`src/rtl/spi_tx_arbiter.sv`:
```
`default_nettype none
// ============================================================================
// Module   : spi_tx_arbiter
// Purpose  : Round-robin sharing of one SPI master (din/newd/cs) among NREQ
//            requesters, with per-phase timeout and one-cycle ack/err pulses.
// Revision : 1.0  initial release
// ============================================================================
module spi_tx_arbiter #(
  parameter int NREQ    = 4,
  parameter int DW      = 12,
  parameter int TIMEOUT = 4096
) (
  input  logic                 clk,
  input  logic                 rst,
  input  logic [NREQ-1:0]      req,
  input  logic [NREQ*DW-1:0]   req_data,
  output logic [NREQ-1:0]      ack,
  output logic [NREQ-1:0]      err,
  output logic                 busy,
  output logic [2:0]           grant_id,
  output logic [DW-1:0]        spi_din,
  output logic                 spi_newd,
  input  logic                 spi_cs
);

  localparam int            TW    = $clog2(TIMEOUT);
  localparam logic [TW-1:0] TLAST = TW'(TIMEOUT - 1);

  localparam logic [2:0] S_IDLE   = 3'd0;
  localparam logic [2:0] S_LAUNCH = 3'd1;
  localparam logic [2:0] S_BUSY   = 3'd2;
  localparam logic [2:0] S_DONE   = 3'd3;
  localparam logic [2:0] S_ERR    = 3'd4;

  logic [2:0]      state;
  logic [2:0]      rr;
  logic [TW-1:0]   timer;
  logic            cs_q;
  logic            fall;
  logic            rise;
  logic [NREQ-1:0] rot;
  logic [3:0]      sum;
  logic [2:0]      win;
  logic [DW-1:0]   win_word;
  logic [NREQ-1:0] grant_oh;

  assign fall     = cs_q & ~spi_cs;
  assign rise     = ~cs_q & spi_cs;
  assign grant_oh = {{(NREQ-1){1'b0}}, 1'b1} << grant_id;

  // Rotate requests so bit 0 is the rr pointer; the lowest set bit wins.
  always_comb begin
    rot = (req >> rr) | (req << (4'(NREQ) - {1'b0, rr}));
    sum = '0;
    for (int k = NREQ - 1; k >= 0; k--) begin
      if (rot[k]) begin
        sum = {1'b0, rr} + 4'(k);
      end
    end
    if (sum >= 4'(NREQ)) begin
      sum = sum - 4'(NREQ);
    end
    win = sum[2:0];
  end

  always_comb begin
    win_word = '0;
    for (int k = 0; k < NREQ; k++) begin
      if (3'(k) == win) begin
        win_word = req_data[k*DW +: DW];
      end
    end
  end

  always_ff @(posedge clk or negedge rst) begin
    if (!rst) begin
      state    <= S_IDLE;
      ack      <= '0;
      err      <= '0;
      busy     <= 1'b0;
      grant_id <= '0;
      spi_din  <= '0;
      spi_newd <= 1'b0;
      rr       <= '0;
      timer    <= '0;
      cs_q     <= 1'b1;
    end else begin
      cs_q <= spi_cs;
      ack  <= '0;
      err  <= '0;
      case (state)
        S_IDLE: begin
          // A low cs here means someone else owns the master; wait it out.
          if ((|req) && spi_cs) begin
            grant_id <= win;
            spi_din  <= win_word;
            rr       <= (win == 3'(NREQ - 1)) ? 3'd0 : win + 3'd1;
            timer    <= '0;
            spi_newd <= 1'b1;
            busy     <= 1'b1;
            state    <= S_LAUNCH;
          end
        end
        S_LAUNCH: begin
          if (fall) begin
            spi_newd <= 1'b0;
            timer    <= '0;
            state    <= S_BUSY;
          end else if (timer == TLAST) begin
            spi_newd <= 1'b0;
            timer    <= '0;
            err      <= grant_oh;
            state    <= S_ERR;
          end else begin
            timer <= timer + TW'(1);
          end
        end
        S_BUSY: begin
          // newd stays low so the master does not restart when cs returns high.
          if (rise) begin
            timer <= '0;
            ack   <= grant_oh;
            state <= S_DONE;
          end else if (timer == TLAST) begin
            timer <= '0;
            err   <= grant_oh;
            state <= S_ERR;
          end else begin
            timer <= timer + TW'(1);
          end
        end
        S_DONE, S_ERR: begin
          timer <= '0;
          busy  <= 1'b0;
          state <= S_IDLE;
        end
        default: begin
          spi_newd <= 1'b0;
          busy     <= 1'b0;
          timer    <= '0;
          state    <= S_IDLE;
        end
      endcase
    end
  end

endmodule
`default_nettype wire

```
`config.mk`:
```
export PLATFORM = sky130hd
export DESIGN_NAME = spi_tx_arbiter
export DESIGN_NICKNAME = d
export VERILOG_FILES = /design/src/rtl/spi_tx_arbiter.sv
export SDC_FILE = /design/constraint.sdc
export NUM_CORES = 1
export LEC_CHECK = 0
export BUFFER_PORTS_ARGS = -buffer_cell sky130_fd_sc_hd__clkbuf_2
export CAP_MARGIN = 10
export CORE_ASPECT_RATIO = 1.2
export CORE_MARGIN = 2
export CORE_UTILIZATION = 50
export CTS_BUF_LIST = sky130_fd_sc_hd__clkbuf_2 sky130_fd_sc_hd__clkbuf_4 sky130_fd_sc_hd__clkbuf_8
export CTS_CLUSTER_SIZE = 8
export DETAILED_ROUTE_END_ITERATION = 16
export PLACE_DENSITY = 0.77
export RECOVER_POWER = 100
export SLEW_MARGIN = 20
export SYNTH_ARGS = -nofsm -noshare
export SYNTH_HDL_FRONTEND = slang
export SYNTH_SLANG_ARGS = --single-unit
```
`constraint.sdc`:
```
create_clock -name clk -period 6.72 [get_ports clk]
set_input_delay 1.344 -clock clk [delete_from_list [all_inputs] [get_ports clk]]
set_output_delay 1.344 -clock clk [all_outputs]
set_load 0.01 [all_outputs]
```
# --- Yosys cells after proc, flatten, opt, wreduce, memory -nomap -nowiden ---
# Cells that the tools add are included.
classes:
  addsub: 7
  n_lt_le_gt_ge: 1
  eq_ne: 11
  shift: 3
  muxes: 31
  n_bitwise: 7
  reduce_logical: 9
ops:
  columns: ["cell", "count"]
  rows:
  - ["2-to-1 mux 12 bit", 8]
  - ["2-to-1 mux 4 bit", 9]
  - ["one-hot mux 12 bit (3 select lines)", 1]
  - ["2-to-1 mux 3 bit", 6]
  - ["adder 12 x 1 -> 12 bit (second input constant)", 1]
  - ["equality test 12 bit (second input constant)", 1]
  - ["equality test 3 x 2 -> 1 bit (second input constant)", 3]
  - ["one-hot mux 3 bit (3 select lines)", 1]
  - ["adder 3 x 2 -> 4 bit (second input constant)", 2]
  - ["one-hot mux 4 bit (2 select lines)", 1]
  - ["equality test 2 x 3 -> 1 bit (first input constant)", 2]
  - ["zero test 3 bit", 2]
  - ["adder 3 x 1 -> 4 bit (second input constant)", 1]
  - ["greater-or-equal comparator 4 x 3 -> 1 bit (second input constant)", 1]
  - ["NOT 1 bit", 4]
  - ["OR 4 bit", 1]
  - ["AND reduction 2 bit", 2]
  - ["OR reduction 4 bit", 1]
  - ["left shift 1 x 3 -> 4 bit (first input constant)", 1]
  - ["left shift 4 x 4 -> 4 bit", 1]
  - [">> shifter 4 x 3 -> 4 bit", 1]
  - ["subtractor 3 x 3 -> 4 bit (first input constant)", 1]
  - ["adder 3 x 1 -> 3 bit (second input constant)", 1]
  - ["equality test 1 x 3 -> 1 bit (first input constant)", 1]
  - ["other kinds (13)", 16]
word_totals:
  regBits: 44
  in_bits: 55
  out_inout_bits: 25
  word_cells: 79

# --- Logic depth before layout (Yosys ltp) ---
logic_depth:
  depth_word: 14
  ltp_mapped: 17
  depth_no_buf: 15

# --- Least setup slack after synthesis ---
# No wires, ideal clock.
synth_path:
  kind: "input to register"
  from: "in req[3]"
  to: "reg spi_din[0]"
  setup_time_ns: 0.065
  arrival_ns: 3.639
  required_ns: 6.655
  setup_slack_ns: 3.015
  path_stages: 12
  n_path_buf: 1
  cell_sequence: "mux2i_1 o31ai_1 or2_2 o311a_4 ha_1 nor2b_1 clkbuf_1 a221oi_1 nor3_1 a21oi_1 nor2_1 a22o_1"
synth_between:
  elab_chain_cells: 13
  elab_cells_between_ends: 21
  cone_classes: "add/sub: 1; order compare: 1; eq/ne: 3; shift: 2; mux: 9; bitwise: 1; reduce/logical: 4"
synth_rtl:
  columns: ["element", "line", "text"]
  rows:
  - ["start: declaration", "15", "input logic [NREQ-1:0] req,"]
  - [">> shifter 4 x 3 -> 4 bit / left shift 4 x 4 -> 4 bit (equally long branches)", "53", "rot = (req >> rr) | (req << (4'(NREQ) - {1'b0, rr}));"]
  - ["OR 4 bit", "53", null]
  - ["2-to-1 mux 4 bit (4 in series)", "56", "if (rot[k]) begin"]
  - ["greater-or-equal comparator 4 x 3 -> 1 bit / subtractor 3 bit (equally long branches)", "60, 61", null]
  - ["2-to-1 mux 3 bit", "60", "if (sum >= 4'(NREQ)) begin"]
  - ["zero test 3 bit", "69", "if (3'(k) == win) begin"]
  - ["2-to-1 mux 12 bit (4 in series)", "69", null]
  - ["end signal: assignment", "96", "spi_din <= win_word;"]
  - ["end: declaration", "21", "output logic [DW-1:0] spi_din,"]
# Parallel ways exist; a longest one is shown, timed or not.
# A chain may end at the register's enable or synchronous reset.

# --- Worst setup path after layout ---
layout_path:
  from: "reg rr[0]"
  to: "reg spi_din[4]"
layout_between:
  elab_chain_cells: 14
  elab_cells_between_ends: 22
  cone_classes: "add/sub: 5; order compare: 1; eq/ne: 3; shift: 2; mux: 9; bitwise: 1; reduce/logical: 1"
layout_rtl:
  columns: ["element", "line", "text"]
  rows:
  - ["start: declaration", "36", "logic [2:0] rr;"]
  - ["start signal: assignment", "97", "rr <= (win == 3'(NREQ - 1)) ? 3'd0 : win + 3'd1;"]
  - ["subtractor 3 x 3 -> 4 bit", "53", null]
  - ["left shift 4 x 4 -> 4 bit", "53", null]
  - ["OR 4 bit", "53", null]
  - ["2-to-1 mux 4 bit (3 in series)", "56", null]
  - ["2-to-1 mux 4 bit *", "56", null]
  - ["greater-or-equal comparator 4 x 3 -> 1 bit / subtractor 3 bit (equally long branches)", "60, 61", null]
  - ["2-to-1 mux 3 bit *", "60", null]
  - ["named net sum[0]", "42", "logic [3:0] sum;"]
  - ["zero test 3 bit", "69", null]
  - ["2-to-1 mux 12 bit (3 in series)", "69", null]
  - ["2-to-1 mux 12 bit *", "69", null]
# The timed path passes the listed nets; every way through them passes the cells marked *.

==> reports/qor.txt <==
Outcome - finished with violations
Failing checks - max-capacitance violations, max-slew violations
Vias/cell - 5.81
Leakage - 1.41 nW
Syn nets - 381
CP startpoint kind - flop
RSZ-0062 raised after global routing - false
HPWL Detailed - 4850 µm
Post-synth top area share - 0.383
Clock slew at reported path FFs - 90 ps
Final Max Slew Viols - 45
RD Place Congestion - 0.876
Yosys warnings - 0
Synth Flop Type - dfrtp_1
Async SR Flop Fraction - 1.00
Unique masters post-synth - 58
Vias in the first global route - 2374
Syn avg cell area - 8.86 µm²
GRT overflow - 0
Cells after Synth - 317
Clock sink count - 44
Post-route ant nets - 0
Hold WS - 512 ps
Worst Path Arrival - 4720 ps
Clock Skew - 14.9 ps
Synth area leader - dfrtp_1
Total global-route track usage - 0.211
CTS tree - built
Synth area leaders - dfrtp_1 (38%), nor3_1 (4.3%), a21oi_1 (4.1%), a22o_1 (4.1%), ha_1 (4.0%)
CTS Buf Count - 5
Worst slew margin - -0.489
Tmin final - 4480 ps
Post-CTS setup buffers - 0
Crit Path Max Fanout - 21
Hold buffer count at cts - 0
Power Density - 435 nW/µm²
Cell area after synthesis - 2810 µm²
Cts repair resizes - 0
PortBufs - 79
Total Neg Setup Slack - 0 ps
Initial core utilization - 0.523
Die ar. - 6240 µm²
Crit path buf inv count - 1
Hold Fails Final Rpt - 0
Routed wire length - 6400 µm
Chip width - 72.4 µm
Actual slew at the worst max-slew pin - 2230 ps
Final Total Pwr - 1.41 mW
Max incr delay on CP - 740 ps
DP Area - 3190 µm²
Final Util - 0.605
DIE HEIGHT - 86.1 µm
FF+latch count, synth - 44
Final period utilization - 0.667
Share of layout cells above drive strength 1 - 0.187
Worst-path cell chain - inv_1 -> ha_1 -> o21a_1 -> o32ai_1 -> o31a_1 -> a41oi_1 -> a21oi_1 -> nor2_1 -> ha_1 -> nor2b_1 -> a221oi_1 -> nor3_1 -> a21oi_1 -> nor2_1 -> a22o_1
Tightest Hold Check Type - flop to flop
Nets - 448
Htree depth - 2
Largest net degree at the start of global routing - 45
Drt first pass iters - 8
# diodes - 0
Drc violations - 0
Via Count - 2598
Initial antenna violation count - 0
DR WL/cell - 14.3 µm
Slowest cell on crit path - dfrtp_1
Final setup vio count - 0
First-pass GRT wire length - 10500 µm
Critical Path Sink Type - flop
WP data required - 6960 ps
Max Cap Violations - 1
Rows - 29
Final design area excluding fillers - 3250 µm²
Delay-heaviest family, CP - compound AO/OA/AOI/OAI gates
Max Clk Rate - 0.223 GHz
Initial DRC Count - 138
Clock latency on the worst-skew pair - 300 ps
Max VDD drop - 0.389 mV
Max Root-Sink Buffers - 2
Core area - 5370 µm²
Area growth, synth to finish - 15.6%
Boundary pin count - 80
CTS root buffer - clkbuf_8
Critical setup path kind - flop to flop
Seq/Total Area, Yosys - 0.392
EDFF count, synth - 0
## cells by family after synthesis
kind of cell | after synthesis | synth area share
xor gates and xnor gates | 3 | 0.00935
buffers and inverters | 28 | 0.0468
and+or+nand+nor | 130 | 0.241
muxes | 1 | 0.00356
AOI/OAI and AO/OA | 102 | 0.267
DFF | 44 | 0.392
adders and majority gates | 9 | 0.0401
## cells in the mapped netlist, types with 3 or more instances
| cell | count |
|---|---|
| a21oi_1 | 23 |
| a221oi_1 | 12 |
| a22o_1 | 13 |
| and3_1 | 6 |
| buf_2 | 6 |
| clkbuf_1 | 8 |
| dfrtp_1 | 43 |
| ha_1 | 9 |
| inv_1 | 7 |
| nand2_1 | 24 |
| nand2b_1 | 7 |
| nand3_1 | 6 |
| nand4_1 | 4 |
| nor2_1 | 25 |
| nor2b_1 | 17 |
| nor3_1 | 24 |
| nor4_1 | 3 |
| o21ai_0 | 20 |
| o21ai_1 | 3 |
| o22ai_1 | 5 |
| o31ai_1 | 4 |
| or3_1 | 3 |
## final cells by class
type                       instances  area [µm²]
clock buffer                       5        68.8
clock inverter                     3        46.3
fill                             462        2120
inverter                           9        33.8
multi-input combinational        245        1560
sequential                        44        1100
tap                               62        77.6
timing repair buffer              79         360
## through the flow
stage | cells | setup slack (ps)
final | 447 | 2240
after global routing | 447 | 1880
after CTS | 447 | 2300
after detailed placement | 439 | 2200
after global placement | 439 | 2330
after floorplan | 317 | 3020
## flip-flops by register name (all words and copies together) (netlist names)
register  flops
state         3
spi_newd      1
err           4
spi_din      12
grant_id      3
rr            3
timer        12
ack           4
cs_q          1
busy          1
## report_power, final
group	internal [mW]	leakage, nW	total, mW	switching (mW)
Combinational	0.346	0.783	0.808	0.462
Sequential	0.325	0.576	0.398	0.0731
Clock	0.112	0.0548	0.208	0.0957
## final timing paths
| path | slack (ps) | from | depth (start not counted) | to |
|---|---|---|---|---|
| setup / recovery | 2240 | rr[0] | 15 | spi_din[4] |
| hold / removal | 510 | spi_newd | 1 | spi_newd |
| setup reg to reg | 2240 | rr[0] | 15 | spi_din[4] |
| hold reg to reg | 510 | spi_newd | 1 | spi_newd |
| max in group asynchronous | 3750 | rst | 1 | state[2] |
| min in group asynchronous | 1690 | rst | 1 | timer[8] |
## per-layer routing
| layer | vias up | wire length, µm | share of wire | global-route usage |
|---|---|---|---|---|
| met5 | - | 0 | 0 | 0 |
| met4 | 0 | 10 | 0.0016 | 0.0707 |
| met3 | 2 | 430 | 0.067 | 0.0411 |
| met2 | 107 | 3130 | 0.49 | 0.357 |
| met1 | 1181 | 2830 | 0.44 | 0.268 |
| li1 | 1308 | - | - | - |
## cells in the final DEF (no fill, tap or decap), types with 2 or more instances in the layout
master,synthesis,routed
a21o_1,2,2
a21oi_1,23,23
a221oi_1,12,12
a22o_1,13,13
and3_1,6,6
clkbuf_1,8,28
clkbuf_2,0,51
clkbuf_8,0,5
dfrtp_1,43,43
ha_1,9,9
inv_1,7,7
nand2_1,24,24
nand2b_1,7,7
nand3_1,6,6
nand3b_1,2,2
nand4_1,4,4
nor2_1,25,25
nor2b_1,17,17
nor3_1,24,24
nor4_1,3,3
o21a_1,2,2
o21ai_0,20,21
o21ai_1,3,2
o22ai_1,5,5
o31a_1,2,2
o31ai_1,4,4
or3_1,3,3
xnor2_1,2,2
(Power assumes the default switching activity.)
